## src/rtl/vending_sequencer_fsm.sv

```systemverilog
// Vending machine control FSM: owns the credit balance, sequences
// coin accept -> dispense -> change return, and runs the inactivity timer.
module vending_sequencer_fsm #(
   parameter int TOTAL_BITS = 31,
   parameter int WAIT_TIME  = 100,
   parameter int COIN_V0    = 100,
   parameter int COIN_V1    = 500,
   parameter int COIN_V2    = 1000,
   parameter int PRICE_0    = 400,
   parameter int PRICE_1    = 500,
   parameter int PRICE_2    = 1000,
   parameter int PRICE_3    = 2000
) (
   input  logic                  clk,
   input  logic                  reset,
   input  logic [2:0]            i_input_coin,
   input  logic [3:0]            i_select_item,
   input  logic                  i_trigger_return,
   output logic [3:0]            o_available_item,
   output logic [3:0]            o_output_item,
   output logic [2:0]            o_return_coin,
   output logic [TOTAL_BITS-1:0] o_balance,
   output logic [31:0]           o_wait_time,
   output logic [1:0]            o_state
);

   typedef enum logic [1:0] {
      ST_IDLE     = 2'd0,
      ST_ACCEPT   = 2'd1,
      ST_DISPENSE = 2'd2,
      ST_CHANGE   = 2'd3
   } state_t;

   localparam logic [TOTAL_BITS-1:0] C_V0   = TOTAL_BITS'(COIN_V0);
   localparam logic [TOTAL_BITS-1:0] C_V1   = TOTAL_BITS'(COIN_V1);
   localparam logic [TOTAL_BITS-1:0] C_V2   = TOTAL_BITS'(COIN_V2);
   localparam logic [TOTAL_BITS-1:0] C_P0   = TOTAL_BITS'(PRICE_0);
   localparam logic [TOTAL_BITS-1:0] C_P1   = TOTAL_BITS'(PRICE_1);
   localparam logic [TOTAL_BITS-1:0] C_P2   = TOTAL_BITS'(PRICE_2);
   localparam logic [TOTAL_BITS-1:0] C_P3   = TOTAL_BITS'(PRICE_3);
   localparam logic [31:0]           C_WAIT = 32'(WAIT_TIME);

   state_t                r_state;
   logic [TOTAL_BITS-1:0] r_balance;
   logic [31:0]           r_wait;
   logic [3:0]            r_output_item;
   logic [2:0]            r_return_coin;

   logic                  w_coin_valid;
   logic                  w_coin_fits;
   logic                  w_sel_valid;
   logic                  w_sel_ok;
   logic [TOTAL_BITS-1:0] w_coin_value;
   logic [TOTAL_BITS-1:0] w_price;
   logic [TOTAL_BITS:0]   w_sum;
   logic [3:0]            w_available;
   logic [2:0]            w_change_coin;
   logic [TOTAL_BITS-1:0] w_change_value;

   always_comb begin
      w_coin_valid = $onehot(i_input_coin);
      case (i_input_coin)
         3'b001:  w_coin_value = C_V0;
         3'b010:  w_coin_value = C_V1;
         3'b100:  w_coin_value = C_V2;
         default: w_coin_value = '0;
      endcase
      // Carry out of the extra bit means the coin would overflow the balance.
      w_sum       = {1'b0, r_balance} + {1'b0, w_coin_value};
      w_coin_fits = ~w_sum[TOTAL_BITS];
   end

   always_comb begin
      w_available[0] = (r_state == ST_ACCEPT) && (r_balance >= C_P0);
      w_available[1] = (r_state == ST_ACCEPT) && (r_balance >= C_P1);
      w_available[2] = (r_state == ST_ACCEPT) && (r_balance >= C_P2);
      w_available[3] = (r_state == ST_ACCEPT) && (r_balance >= C_P3);
      w_sel_valid    = $onehot(i_select_item);
      w_sel_ok       = w_sel_valid && (|(i_select_item & w_available));
      case (i_select_item)
         4'b0001: w_price = C_P0;
         4'b0010: w_price = C_P1;
         4'b0100: w_price = C_P2;
         4'b1000: w_price = C_P3;
         default: w_price = '0;
      endcase
   end

   // Greedy change: largest coin that still fits in the remaining balance.
   always_comb begin
      if (r_balance >= C_V2) begin
         w_change_coin  = 3'b100;
         w_change_value = C_V2;
      end else if (r_balance >= C_V1) begin
         w_change_coin  = 3'b010;
         w_change_value = C_V1;
      end else if (r_balance >= C_V0) begin
         w_change_coin  = 3'b001;
         w_change_value = C_V0;
      end else begin
         w_change_coin  = 3'b000;
         w_change_value = '0;
      end
   end

   always_ff @(posedge clk) begin
      if (reset) begin
         r_state       <= ST_IDLE;
         r_balance     <= '0;
         r_wait        <= C_WAIT;
         r_output_item <= '0;
         r_return_coin <= '0;
      end else begin
         r_output_item <= '0;
         r_return_coin <= '0;
         case (r_state)
            ST_IDLE: begin
               if (w_coin_valid) begin
                  if (w_coin_fits) r_balance <= w_sum[TOTAL_BITS-1:0];
                  r_wait  <= C_WAIT;
                  r_state <= ST_ACCEPT;
               end
            end
            ST_ACCEPT: begin
               if (w_coin_valid) begin
                  if (w_coin_fits) r_balance <= w_sum[TOTAL_BITS-1:0];
                  r_wait <= C_WAIT;
               end else if (i_trigger_return) begin
                  r_state <= ST_CHANGE;
               end else if (w_sel_ok) begin
                  r_balance     <= r_balance - w_price;
                  r_output_item <= i_select_item;
                  r_wait        <= C_WAIT;
                  r_state       <= ST_DISPENSE;
               end else if (r_wait == 32'd0) begin
                  r_state <= ST_CHANGE;
               end else begin
                  r_wait <= r_wait - 32'd1;
               end
            end
            ST_DISPENSE: begin
               r_state <= (r_balance != '0) ? ST_ACCEPT : ST_IDLE;
            end
            ST_CHANGE: begin
               if (w_change_coin != 3'b000) begin
                  r_return_coin <= w_change_coin;
                  r_balance     <= r_balance - w_change_value;
               end else begin
                  r_balance <= '0;
                  r_state   <= ST_IDLE;
               end
            end
            default: r_state <= ST_IDLE;
         endcase
      end
   end

   assign o_available_item = w_available;
   assign o_output_item    = r_output_item;
   assign o_return_coin    = r_return_coin;
   assign o_balance        = r_balance;
   assign o_wait_time      = r_wait;
   assign o_state          = r_state;

endmodule

```

## config.mk

```make
export PLATFORM = sky130hd
export DESIGN_NAME = vending_sequencer_fsm
export DESIGN_NICKNAME = d
export VERILOG_FILES = /design/src/rtl/vending_sequencer_fsm.sv
export SDC_FILE = /design/constraint.sdc
export NUM_CORES = 1
export LEC_CHECK = 0
export BUFFER_PORTS_ARGS = -buffer_cell sky130_fd_sc_hd__buf_2
export CAP_MARGIN = 20
export CELL_PAD_IN_SITES_DETAIL_PLACEMENT = 2
export CELL_PAD_IN_SITES_GLOBAL_PLACEMENT = 2
export CORE_AREA = 2 2 100 199
export CTS_CLUSTER_DIAMETER = 150
export DETAILED_ROUTE_END_ITERATION = 16
export DIE_AREA = 0 0 102 201
export GPL_TIMING_DRIVEN = 0
export HOLD_SLACK_MARGIN = 0.08
export PLACE_DENSITY = 0.76
export REMOVE_ABC_BUFFERS = 1
export SLEW_MARGIN = 5
export SYNTH_ARGS = -nofsm -noshare
export SYNTH_HDL_FRONTEND = slang
export SYNTH_SLANG_ARGS = --single-unit
```

## constraint.sdc

```tcl
create_clock -name clk -period 5.98 [get_ports clk]
set_input_delay 0.598 -clock clk [delete_from_list [all_inputs] [get_ports clk]]
set_output_delay 0.598 -clock clk [all_outputs]
set_load 0.03 [all_outputs]
```

Word-level counts from Yosys, hierarchy flattened. Cells that the tools add are included.

Output and inout bits: 76. Bits of input ports: 10. Register bits after elaboration: 72. Word-level logic and storage cells: 89.

Eq/ne operators: 19. Reductions and logical operators: 17. Bitwise logic cells: 5. Add/sub/neg operators: 9. $lt $le $gt $ge: 5. Multiplexer cells: 29.

Operator list (count): 2-to-1 mux 31 bit (6); 2-to-1 mux 32 bit (5); case mux 31 bit (3 select lines) (1); case mux 32 bit (2 select lines) (1); >= comparator 31 x 9 -> 1 bit, second input constant (2); subtractor 31 bit (2); case mux 11 bit (4 select lines) (1); adder 31 x 31 -> 32 bit (1); zero test 32 bit (1); subtractor 32 x 1 -> 32 bit, second input constant (1); >= comparator 31 x 10 -> 1 bit, second input constant (1); >= comparator 31 x 11 -> 1 bit, second input constant (1); >= comparator 31 x 7 -> 1 bit, second input constant (1); nonzero test 31 bit (1); case mux 10 bit (3 select lines) (1); 2-to-1 mux 2 bit (7); AND reduction 4 bit (3); 2-to-1 mux 10 bit (1); 2-to-1 mux 9 bit (1); case mux 2 bit (4 select lines) (1); 2-to-1 mux 7 bit (1); adder 1 x 1 -> 2 bit (3); == test 3 x 1 -> 1 bit, second input constant (2); inequality test 2 bit, second input constant (3); 24 further kinds (36).

Longest topological paths before layout.
Depth in word-level cells: 9. Depth in mapped cells: 17. Mapped depth without buffers: 15.

Least setup slack after synthesis. No wires, ideal clock.

Kind: reg2reg. Start: reg r_balance[22], in the netlist o_balance[22]. End: reg r_balance[22], in the netlist o_balance[22]. Period minus slack after synthesis: 4.312 ns. Arrival time: 4.180 ns. Buffers on the path: 1. Path slack: 1.668 ns. Stages on the path, launching flop included: 17. Setup time: 0.132 ns. Required time: 5.848 ns. Path through: dfxtp_1 -> buf_2 -> nor4_1 -> nand4_1 -> nor4b_2 -> nor2b_1 -> ha_1 -> inv_1 -> fa_1 -> a21o_1 -> a311oi_1 -> o21ai_0 -> a21oi_1 -> a21oi_1 -> or3b_2 -> o22ai_1 -> nor3_1.

Word-level cells in the longest chain between the ends: 7. Elaborated cells between the ends (all ways): 31. Classes of those cells: add/sub: 3; order compare: 5; eq/ne: 1; mux: 13; bitwise: 1; reduce/logical: 8.

RTL lines: start, declared (RTL line 44) `logic [TOTAL_BITS-1:0] r_balance;`; start signal, assigned (RTL line 119) `if (w_coin_fits) r_balance <= w_sum[TOTAL_BITS-1:0];`; start signal, assigned (RTL line 126) `if (w_coin_fits) r_balance <= w_sum[TOTAL_BITS-1:0];`; start signal, assigned (RTL line 131) `r_balance <= r_balance - w_price;`; >= comparator 31 x 7 -> 1 bit (tied with other cells) (RTL line 97) `end else if (r_balance >= C_V0) begin`; 2-to-1 mux 7 bit (tied with other cells) (RTL line 97); 2-to-1 mux 9 bit (tied with other cells) (RTL line 94) `end else if (r_balance >= C_V1) begin`; 2-to-1 mux 10 bit (tied with other cells) (RTL line 91) `if (r_balance >= C_V2) begin`; subtractor 31 bit (tied with other cells) (RTL line 147) `r_balance <= r_balance - w_change_value;`; 2-to-1 mux 31 bit / inequality test 3 bit (equally long branches); case mux 31 bit (3 select lines) / AND reduction 4 bit (equally long branches).

Several ways; a longest one is shown, not always the timed one. The select of a mux whose other input is x is not followed. A chain may end at the register's enable or synchronous reset.

Final worst setup path.
Start: reg r_balance[5], in the netlist o_balance[5]. End: reg r_balance[18], in the netlist o_balance[18].

The elaborated chain is that of the path after synthesis.

==> summary.md <==
| Metric | Value |
|---|---|
| Overall power consumption | 0.00252 W |
| Cell Int Power | 0.00128 W |
| Pin count of the biggest net entering global routing | 39 |
| Syn Inst Count | 860 |
| Total vias in the final route | 7,101 |
| Via count of the first global-routing pass | 7,330 |
| Crit path largest cell delay | 0.72 ns |
| Fraction of registers with async set or reset after synthesis | 0% |
| Total of flip-flops plus latches after synthesis | 70 |
| Initial antenna violation count | 0 |
| Count of routing violations after the opening detailed-route iteration | 382 |
| Placer congestion estimate | 0.884 |
| Number of warnings reported in the yosys synthesis log | 0 |
| Post-synth top flop | sky130_fd_sc_hd__dfxtp_1 |
| HPWL after DPL | 19.5 mm |
| Hold Fails Final Rpt | 0 |
| Worst min path class | reg -> reg |
| Required @ worst endpoint | 6.23 ns |
| Lkg Pwr | 2.78 nW |
| # H-tree levels | 3 |
| Average wire per cell in the routed design | 22.6 um |
| Critical path data arrival time | 5.32 ns |
| Clock period minus final worst setup slack | 5.07 ns |
| Number of pins exceeding their max-slew limit in the final report | 0 |
| Count of input and output buffers | 83 |
| Max clock buf depth | 2 |
| Cts hold-fix bufs | 0 |
| Clock sink total | 70 |
| Site Rows | 72 |
| Congestion Overflow GR | 0 |
| Number of nets with antenna violations after detailed routing | 0 |
| IR drop worst, VDD | 0.150 mV |
| Number of remaining DRC errors | 0 |
| Net switching power of the design | 0.00124 W |
| X dimension of the die | 102 um |
| Clock tree from TritonCTS | done |
| Global-route wire length before repair | 41.7 mm |
| Post-synth top area share | 22.7% |
| Slack of the worst reg-to-reg path | 0.91 ns |
| DR pass1 iterations | 5 |
| Critical path endpoint category | register |
| Starting density of the core | 32.3% |
| Library cell with the largest summed area after synthesis | sky130_fd_sc_hd__dfxtp_1 |
| Seq/Total Area, Yosys | 22.7% |
| Inst Count DP | 1,153 |
| Final-layout setup total negative slack | 0 ns |
| Area growth from synthesis to layout | 15.5% |
| Setup Slack @ Placement | 0.171 ns |
| Slowest cell on the critical path | sky130_fd_sc_hd__a211oi_1 |
| Clock latency on the worst-skew pair | 0.34 ns |
| Buffer cell driving the clock tree root | sky130_fd_sc_hd__clkbuf_16 |
| Number of top-level pins | 86 |
| Clock-pin slew on the worst setup and hold paths | 0.07 ns |
| Max Clock Freq | 197 MHz |
| Maximum fanout count along the critical path | 14 |
| Commonest non-fill, non-tap cells in the layout | sky130_fd_sc_hd__nor2_1 (114), sky130_fd_sc_hd__buf_2 (83), sky130_fd_sc_hd__dfxtp_1 (70) |
| Die Span Y | 201 um |
| Number of enable-type register cells in the synthesized netlist | 0 |
| Routed via count divided by cell count | 6.05 |
| Start-to-end type of the worst setup path | reg -> reg |
| Net Sw Frac | 49.3% |
| Final setup skew | 0.00840 ns |
| Area of the mapped netlist | 6160 um^2 |
| Clock network fraction of total power | 20.1% |
| Worst path cell trace | nand2_1 > o2111ai_1 > nor2_1 > nor2b_1 > ha_1 > inv_1 > fa_1 > a21o_1 > a311oi_1 > o21ai_0 > a211oi_1 > nand2_1 > a31o_1 > a311oi_1 |
| Portion of total power attributed to combinational logic | 57.5% |
| Share of cells above drive strength 1 | 14.8% |
| Family with the most delay on the worst path | compound AO/OA/AOI/OAI gates |
| Total Nets Final | 955 |
| Most common library cell in the layout ignoring fill and taps | sky130_fd_sc_hd__nor2_1 |
| Worst-case setup margin in the final layout | 0.911 ns |
| Final WL | 26.5 mm |
| Leading post-synthesis cells by cell area | sky130_fd_sc_hd__dfxtp_1 (23%), sky130_fd_sc_hd__nor2_1 (7.1%), sky130_fd_sc_hd__ha_1 (5.9%) |
| Worst-case headroom to the max-slew limit | 31.4% |
| Number of max-cap violations | 0 |
| Fraction of power consumed by sequential logic | 22.4% |
| Number of buffer and inverter stages on the critical path | 1 |
| Die area | 20,500 um^2 |
| Placeable Area | 19,100 um^2 |
| Antenna Cells | 0 |
| Slew at the pin closest to its max-slew limit | 1.02 ns |
| Outcome | finished, final reports clean |
| RSZ-0062 raised after global routing | no |
| Count of unique library cells instantiated by Yosys | 76 |
| Post-layout instance count excluding filler cells | 1,174 |
| Power per cell area | 354 nW/um^2 |
| Period utilization | 84.8% |
| Synthesized area divided by synthesized cell count | 7.17 um^2 |
| Number of clock buffers inserted by TritonCTS | 9 |
| Aggregate global-route resource usage | 26.0% |
| Post-layout util | 37.3% |
| Category of the worst setup path launch point | register |
| Count of endpoints failing setup in the final report | 0 |
-- metrics by stage --
step	area [um^2]	hold WS (ns)
after floorplan	5900	0.645
after global placement	6640	0.518
after detailed placement	6780	0.536
after CTS	7040	0.555
after global routing	7120	0.579
final	7120	0.541
-- worst paths after layout --
kind                           startpoint                      endpoint  cells past startpoint
max             o_balance[5]$_SDFFE_PP0P_    o_balance[18]$_SDFFE_PP0P_                     14
min          o_wait_time[26]$_SDFFE_PP0P_  o_wait_time[26]$_SDFFE_PP0P_                      2
min reg2reg  o_wait_time[26]$_SDFFE_PP0P_  o_wait_time[26]$_SDFFE_PP0P_                      2
max reg2reg     o_balance[5]$_SDFFE_PP0P_    o_balance[18]$_SDFFE_PP0P_                     14
-- metal layers --
metal	track usage, %	vias up	part of all wire, %
li1	-	3288	-
met1	34.2	3586	43
met2	44.3	186	50
met3	2.58	41	4.1
met4	7.33	0	2.8
met5	0	-	0
-- tightest hold or removal path: stages (launching register included) --
cell,delay (ns)
sky130_fd_sc_hd__dfxtp_1,0.35
sky130_fd_sc_hd__xnor2_1,0.08
sky130_fd_sc_hd__nor2_1,0.07
-- power by group through the flow --
stage          logic (W)  registers [W]  clock network (W)
3_3_place_gp     0.00128       0.000570                  0
2_1_floorplan   0.000890       0.000588                  0
3_5_place_dp     0.00137       0.000573                  0
5_1_grt          0.00158       0.000569           0.000537
6_report         0.00145       0.000565           0.000506
4_1_cts          0.00138       0.000563           0.000519
-- cell usage after synthesis, types with 10 or more instances --
cell,n
sky130_fd_sc_hd__nor2b_1,12
sky130_fd_sc_hd__a21oi_1,61
sky130_fd_sc_hd__nor2_1,116
sky130_fd_sc_hd__nand2_1,62
sky130_fd_sc_hd__xnor2_1,41
sky130_fd_sc_hd__o21ai_0,38
sky130_fd_sc_hd__a211oi_1,11
sky130_fd_sc_hd__ha_1,29
sky130_fd_sc_hd__clkbuf_1,36
sky130_fd_sc_hd__a31oi_1,14
sky130_fd_sc_hd__o22ai_1,10
sky130_fd_sc_hd__o21ai_1,15
sky130_fd_sc_hd__a21o_1,11
sky130_fd_sc_hd__dfxtp_1,70
sky130_fd_sc_hd__nor4_1,37
sky130_fd_sc_hd__buf_2,11
sky130_fd_sc_hd__nand3_1,26
sky130_fd_sc_hd__nand4_1,17
sky130_fd_sc_hd__inv_1,21
sky130_fd_sc_hd__nor3_1,54
sky130_fd_sc_hd__or3_1,15
sky130_fd_sc_hd__and3_1,10
-- cell families after synthesis --
group | synth area share [%]
simple gates | 32.4
xor+xnor | 6.68
other cells | 0.0608
compound gates | 24.9
flops | 22.7
fa+ha+maj | 7.51
buf+inv | 5.64
-- final cells by class --
type / instances / area, um^2
Multi-Input combinational cell: 713 / 4470
Sequential cell: 70 / 1400
Clock buffer: 9 / 225
Clock inverter: 6 / 38.8
Timing Repair Buffer: 95 / 576
Fill cell: 2312 / 12000
Inverter: 22 / 82.6
Tap cell: 259 / 324
-- what timing repair did --
item,4_1_cts,5_1_grt
setup buffers,0,4
gates resized for setup,0,1
endpoints found under the setup margin,0,8
-- state kept, by name, indices dropped and copies added (netlist names) --
register,count
o_balance,29
o_output_item,4
o_return_coin,3
o_state,2
o_wait_time,32
(Power assumes the default switching activity.)
